**src/rtl/piksel_paketleyici.sv**
```systemverilog
// piksel_fifo: small first-word-fall-through FIFO with synchronous flush
// Latency: a pushed word is visible at the head one cycle after the push edge
// Backpressure: a push into a full FIFO is accepted only when a pop happens in the same cycle, otherwise it is dropped and flagged on drop
module piksel_fifo #(
    parameter int W        = 32,
    parameter int DERINLIK = 4
) (
    input  logic         clk_i,
    input  logic         rstn_i,
    input  logic         flush,
    input  logic         push_vld,
    input  logic [W-1:0] push_dat,
    input  logic         pop_rdy,
    output logic         empty,
    output logic [W-1:0] head_dat,
    output logic         drop
);
    localparam int AW = $clog2(DERINLIK);

    logic [W-1:0] mem [DERINLIK];
    logic [AW:0]  wr_ptr;
    logic [AW:0]  rd_ptr;
    logic         full;
    logic         do_pop;
    logic         do_push;

    // Extra pointer bit separates the full and empty cases when the indices match.
    assign empty    = (wr_ptr == rd_ptr);
    assign full     = (wr_ptr[AW] != rd_ptr[AW]) && (wr_ptr[AW-1:0] == rd_ptr[AW-1:0]);
    assign do_pop   = pop_rdy && !empty && !flush;
    // A pop frees a slot in the same cycle, so a full FIFO still takes the push.
    assign do_push  = push_vld && !flush && (!full || do_pop);
    assign drop     = push_vld && !flush && full && !do_pop;
    assign head_dat = mem[rd_ptr[AW-1:0]];

    // Pointer update; flush returns both pointers to the empty position.
    always_ff @(posedge clk_i or negedge rstn_i) begin
        if (!rstn_i) begin
            wr_ptr <= '0;
            rd_ptr <= '0;
        end else if (flush) begin
            wr_ptr <= '0;
            rd_ptr <= '0;
        end else begin
            if (do_push) wr_ptr <= wr_ptr + 1'b1;
            if (do_pop)  rd_ptr <= rd_ptr + 1'b1;
        end
    end

    // Storage write; contents are never observed while the FIFO is empty.
    always_ff @(posedge clk_i) begin
        if (do_push) mem[wr_ptr[AW-1:0]] <= push_dat;
    end
endmodule

// piksel_paketleyici: packs four filtered pixels per word and queues them in a FWFT FIFO
// Latency: a word is valid one cycle after its last lane (or the frame's final pixel) is captured
// Backpressure: veri_hazir_i low holds the head word; a word that meets a full FIFO is dropped and sets tasma_o
module piksel_paketleyici #(
    parameter int PIXEL_BIT     = 8,
    parameter int PIKSEL_SAYISI = 16,
    parameter int FIFO_DERINLIK = 4
) (
    input  logic                   clk_i,
    input  logic                   rstn_i,
    input  logic                   basla_i,
    input  logic                   etkin_i,
    input  logic [PIXEL_BIT-1:0]   pixel_i,
    input  logic                   veri_hazir_i,
    output logic                   veri_gecerli_o,
    output logic [4*PIXEL_BIT-1:0] veri_o,
    output logic                   tasma_o,
    output logic                   cerceve_bitti_o
);
    localparam int CW = $clog2(PIKSEL_SAYISI + 1);

    typedef enum logic [1:0] {
        BOSTA  = 2'd0,
        TOPLA  = 2'd1,
        BOSALT = 2'd2
    } durum_t;

    durum_t                 durum_q;
    logic [CW-1:0]          sayac_q;
    logic [1:0]             lane_q;
    logic [4*PIXEL_BIT-1:0] paket_q;
    logic [4*PIXEL_BIT-1:0] bekleyen_dat;
    logic                   bekleyen_vld;
    logic [4*PIXEL_BIT-1:0] word_w;
    logic                   son_piksel;
    logic                   fifo_empty;
    logic [4*PIXEL_BIT-1:0] fifo_head;
    logic                   fifo_drop;

    assign son_piksel = (sayac_q == CW'(PIKSEL_SAYISI - 1));

    // Pack register with the incoming pixel merged into the current lane.
    always_comb begin
        word_w = paket_q;
        for (int i = 0; i < 4; i++) begin
            if (lane_q == 2'(i)) word_w[i*PIXEL_BIT +: PIXEL_BIT] = pixel_i;
        end
    end

    // The completed word waits one cycle in bekleyen_dat so the pack register
    // can take the next lane 0 pixel without a bubble.
    piksel_fifo #(
        .W        (4*PIXEL_BIT),
        .DERINLIK (FIFO_DERINLIK)
    ) u_fifo (
        .clk_i    (clk_i),
        .rstn_i   (rstn_i),
        .flush    (basla_i),
        .push_vld (bekleyen_vld),
        .push_dat (bekleyen_dat),
        .pop_rdy  (veri_hazir_i),
        .empty    (fifo_empty),
        .head_dat (fifo_head),
        .drop     (fifo_drop)
    );

    assign veri_gecerli_o = !fifo_empty;
    assign veri_o         = fifo_empty ? '0 : fifo_head;

    // Frame control: start/abort, lane packing, overflow flag and frame-done pulse.
    always_ff @(posedge clk_i or negedge rstn_i) begin
        if (!rstn_i) begin
            durum_q         <= BOSTA;
            sayac_q         <= '0;
            lane_q          <= '0;
            paket_q         <= '0;
            bekleyen_dat    <= '0;
            bekleyen_vld    <= 1'b0;
            tasma_o         <= 1'b0;
            cerceve_bitti_o <= 1'b0;
        end else begin
            cerceve_bitti_o <= 1'b0;
            if (basla_i) begin
                // Start or abort: everything in flight is discarded, the pixel
                // presented in this cycle is not captured.
                durum_q      <= TOPLA;
                sayac_q      <= '0;
                lane_q       <= '0;
                paket_q      <= '0;
                bekleyen_dat <= '0;
                bekleyen_vld <= 1'b0;
                tasma_o      <= 1'b0;
            end else begin
                if (fifo_drop) tasma_o <= 1'b1;
                // A pending word is consumed (or dropped) by the FIFO this cycle.
                bekleyen_vld <= 1'b0;
                case (durum_q)
                    TOPLA: begin
                        if (etkin_i) begin
                            sayac_q <= sayac_q + CW'(1);
                            if (lane_q == 2'd3 || son_piksel) begin
                                bekleyen_dat <= word_w;
                                bekleyen_vld <= 1'b1;
                                paket_q      <= '0;
                                lane_q       <= '0;
                            end else begin
                                paket_q <= word_w;
                                lane_q  <= lane_q + 2'd1;
                            end
                            if (son_piksel) durum_q <= BOSALT;
                        end
                    end
                    BOSALT: begin
                        if (fifo_empty && !bekleyen_vld) begin
                            cerceve_bitti_o <= 1'b1;
                            durum_q         <= BOSTA;
                        end
                    end
                    default: ;
                endcase
            end
        end
    end
endmodule
```
**config.mk**
```make
export PLATFORM = sky130hd
export DESIGN_NAME = piksel_paketleyici
export DESIGN_NICKNAME = d
export VERILOG_FILES = /design/src/rtl/piksel_paketleyici.sv
export SDC_FILE = /design/constraint.sdc
export NUM_CORES = 1
export LEC_CHECK = 0
export CAP_MARGIN = 30
export CORE_ASPECT_RATIO = 2
export CORE_MARGIN = 1
export CORE_UTILIZATION = 40
export DETAILED_ROUTE_END_ITERATION = 8
export SYNTH_ARGS = -nofsm -noshare
export SYNTH_HDL_FRONTEND = slang
export SYNTH_SLANG_ARGS = --single-unit
```
**constraint.sdc**
```tcl
create_clock -name clk_i -period 5.38 [get_ports clk_i]
set_clock_uncertainty 0.15 [all_clocks]
set_input_delay 1.076 -clock clk_i [delete_from_list [all_inputs] [get_ports clk_i]]
set_output_delay 1.076 -clock clk_i [all_outputs]
set_load 0.005 [all_outputs]
```
==> results by stage <==
Outcome:
- The flow ran to the end, and the final reports show no timing, DRC or antenna violations.

Logic synthesis:
- sky130_fd_sc_hd__edfxtp_1 takes more of the synthesized area than any other cell.
- The Yosys step of the flow raised 0 warnings.
- The share of Yosys cell area claimed by the top area cell type is 0.448.
- By instance count, the leading cell after synthesis is sky130_fd_sc_hd__edfxtp_1.
- After synthesis the netlist holds a flip-flop and latch count of 210.
- The cell area after synthesis is 8580 sq um.
- The portion of the post-synthesis area used by sequential elements is 0.687.
- The gate count of the mapped netlist is 490.
- The distinct cell type count of the synthesized netlist is 44.
- Counting instances in the post-synthesis netlist gives the leading cell types as sky130_fd_sc_hd__edfxtp_1, sky130_fd_sc_hd__dfrtp_1, sky130_fd_sc_hd__and2_1, sky130_fd_sc_hd__mux2i_1.
- Sorting the synthesized cells by area gives the leading types as sky130_fd_sc_hd__edfxtp_1, sky130_fd_sc_hd__dfrtp_1, sky130_fd_sc_hd__mux4_2.
- Counting flops with an async set or reset pin after synthesis yields a share of 0.390.
- The post-synthesis area per instance is 17.5 sq um.
- Synthesis produced a netlist with a net count of 514.
- The most used flip-flop cell after synthesis is sky130_fd_sc_hd__edfxtp_1.
- Counting flops with a built-in enable in the synthesized netlist gives 128.

Clocking:
- The clock tree from TritonCTS is built.
- The longest clock path from root to sink contains 3 buffers.
- The H-tree depth is 1.
- The tree is rooted in a sky130_fd_sc_hd__clkbuf_16.
- The number of instances resized during post-cts repair is 0.
- The number of sinks driven by the clock tree is 210.
- The clock-pin transition on the worst setup and hold timing paths is 60 ps.
- The number of buffers inserted by post-CTS setup repair is 0.
- In this run, CTS created clock tree buffers numbering 18.
- The cts-stage hold buffer count is 0.
- The clock reaches the later pin of the worst-skew pair after 480 ps.

Drt:
- The remaining number of nets flagged by the antenna check after routing is 0.
- The final routed wirelength across all metal layers is 16900 microns.
- The number of remaining DRC errors is 0.
- The total vias in the final route is 4412.
- The via density per instance is 5.39.
- The count of routing violations after the opening detailed-route iteration is 200.
- The detail-routed net length per standard cell is 20.7 microns.
- The number of search-and-repair iterations in the first detailed-routing pass is 4.

Floorplan:
- The die covers 22100 sq um.
- For this design the top-level I/O count stands at 48.
- The die is 209 microns tall.
- The starting utilization of the core area is 0.408.
- The standard-cell row count is 75.
- Measured along the x axis, the die boundary spans 106 microns.
- In this run the standard cell core region covers 21000 sq um.

Setup path:
- The maximum fanout count along the critical path is 20.
- The cell type group with the largest total delay on the critical path is buffers and inverters.
- The worst setup path is of the reg -> out kind.
- STA puts the critical path data required time at 4150 ps.
- The critical path starts at u_fifo.rd_ptr[0]$_DFFE_PN0P_.
- The critical path arrival is 2870 ps.
- STA classifies the critical path startpoint as a flip-flop.
- The number of buffers and inverters on the critical path is 2.
- The cell with the biggest individual delay on the critical path is sky130_fd_sc_hd__dfrtp_2.
- The critical register-to-register path startpoint is u_fifo.rd_ptr[1]$_DFFE_PN0P_.
- The critical path goes through buf_4, mux4_2, and2_1, clkdlybuf4s50_1.
- For this run, the slowest stage of the critical path takes 730 ps.
- The nature of the critical path endpoint is an output port.

Timing:
- The setup slack of the critical path after layout is 1280 ps.
- The final count of pins violating max slew is 0.
- Dividing the final minimum period by the clock period gives 0.762.
- Setup repair after global routing left no endpoint under its margin.
- The smallest clock period supported by the final layout is computed as 4100 ps.
- The number of failing hold endpoints at the final stage came to 0.
- The highest clock rate is 0.244 GHz.
- The transition time at the pin with the least slew margin is 944 ps.
- The worst max-slew margin expressed relative to the limit is 0.368.
- The final-layout setup total negative slack is 0 ps.
- The final setup violation count is 0.

Global routing:
- The initial antenna violation count is 0.
- The via count of the first global-routing pass was 4758.
- The aggregate global-route resource usage is 0.160.
- The first global-routing pass estimated 27100 microns of wire.
- Entering global routing, the biggest net connects 47 pins.
- The residual overflow from global routing is 0.

Finish:
- After the flow finishes, the layout carries non-filler instances totaling 818.
- Measured on the finished design, the core utilization comes to 0.468.
- The number of antenna repair diodes is 0.
- The fraction of final layout cells with drive strength greater than 1 is 0.184.
- Relative to the synthesized area, the layout overhead comes to 14.8%.
- The number of nets in the final layout is 561.
- After routing the design area is 9850 sq um.

Placement:
- Once detailed placement completed, the half-perimeter wirelength came to 10500 microns.
- The standard cell area after detailed placement is 9280 sq um.
- The pre-CTS setup slack is 1660 ps.
- Including well taps, the total number of placed cells is 786.
- The congestion estimate from routability-driven global placement came to 0.758.
- Buffers placed on the I/O ports in this run total 47.

Run:
- The max capacitance violation total is 0.

Power and ir drop:
- The worst ir drop on vdd is 0.000179 V.
- Power spread over the standard cell area amounts to 316 nW/um^2.
- The cell leakage power is 3.84 nW.

Worst hold path:
- The start point of the worst hold path is paket_q[26]$_DFFE_PN0P_.
- The worst min-delay path category is reg -> reg.
## per-stage QoR
step	power, W	hold WS [ps]
after floorplan	0.00183	303
after global placement	0.00188	318
after detailed placement	0.00189	320
after CTS	0.00314	338
after global routing	0.00321	349
final	0.00311	338
## cells by family (layout without fill, tap and decap cells)
| logic type | after synthesis | count (layout) | synth area share |
|---|---|---|---|
| flops | 210 | 210 | 0.687 |
| simple gates | 81 | 81 | 0.0579 |
| compound gates | 75 | 75 | 0.0781 |
| mux | 65 | 65 | 0.123 |
| buf+inv | 39 | 98 | 0.0270 |
| fa+ha+maj | 11 | 11 | 0.0160 |
| xor+xnor | 9 | 9 | 0.0109 |
## layer usage
metal,track usage,routed length (microns),vias up
li1,-,-,1977
met3,0.0200,520,31
met2,0.291,9180,75
met4,0.0627,561,0
met1,0.192,6670,2329
met5,0,0,-
## worst paths after layout
check                      slack, ps                            to  cells after the start
max                             1280                    veri_o[20]                      4
max reg2reg                     2700    u_fifo.mem[3][6]$_DFFE_PP_                      6
max in group asynchronous       4030  u_fifo.rd_ptr[0]$_DFFE_PN0P_                      2
min in group asynchronous        430       paket_q[31]$_DFFE_PN0P_                      1
min                              340       paket_q[26]$_DFFE_PN0P_                      1
min reg2reg                      340       paket_q[26]$_DFFE_PN0P_                      1
## cell usage in the layout, fill, tap and decap left out, types with 3 or more instances in the layout
cell,n
sky130_fd_sc_hd__and2_4,3
sky130_fd_sc_hd__o21ai_0,3
sky130_fd_sc_hd__mux2i_1,33
sky130_fd_sc_hd__clkdlybuf4s50_1,46
sky130_fd_sc_hd__clkbuf_16,19
sky130_fd_sc_hd__or3_1,3
sky130_fd_sc_hd__clkinv_2,3
sky130_fd_sc_hd__edfxtp_1,128
sky130_fd_sc_hd__dfrtp_1,81
sky130_fd_sc_hd__buf_4,9
sky130_fd_sc_hd__a22o_2,16
sky130_fd_sc_hd__o22ai_2,3
sky130_fd_sc_hd__inv_1,9
sky130_fd_sc_hd__and2_1,43
sky130_fd_sc_hd__a21oi_1,6
sky130_fd_sc_hd__o2bb2ai_1,32
sky130_fd_sc_hd__a22o_1,8
sky130_fd_sc_hd__clkbuf_1,6
sky130_fd_sc_hd__xnor2_1,4
sky130_fd_sc_hd__mux4_2,32
sky130_fd_sc_hd__xor2_1,3
sky130_fd_sc_hd__ha_1,11
sky130_fd_sc_hd__nor2_1,10
sky130_fd_sc_hd__nand2_1,7
sky130_fd_sc_hd__clkbuf_8,3
## power by group
part           switching, W  leakage [nW]  internal (W)
Combinational     0.0000788          1.02     0.0000529
Sequential        0.0000113          2.53       0.00171
Clock              0.000560         0.279      0.000694
## sequential cells by signal (all words and copies together) (netlist names), 2 cells and up
name,flops
u_fifo.mem,128
lane_q,2
bekleyen_dat,32
sayac_q,5
u_fifo.wr_ptr,3
durum_q,2
u_fifo.rd_ptr,3
paket_q,32
## area by class of cell
class	count	area, sq um
fillers	1821	11200
multi-input cells	241	2460
flip-flops and latches	210	5900
clock inverters	4	23.8
inverters	10	37.5
repair buffers	56	556
well taps	269	337
clock buffers	28	539
Note: power is estimated with default switching activity, not from simulation.
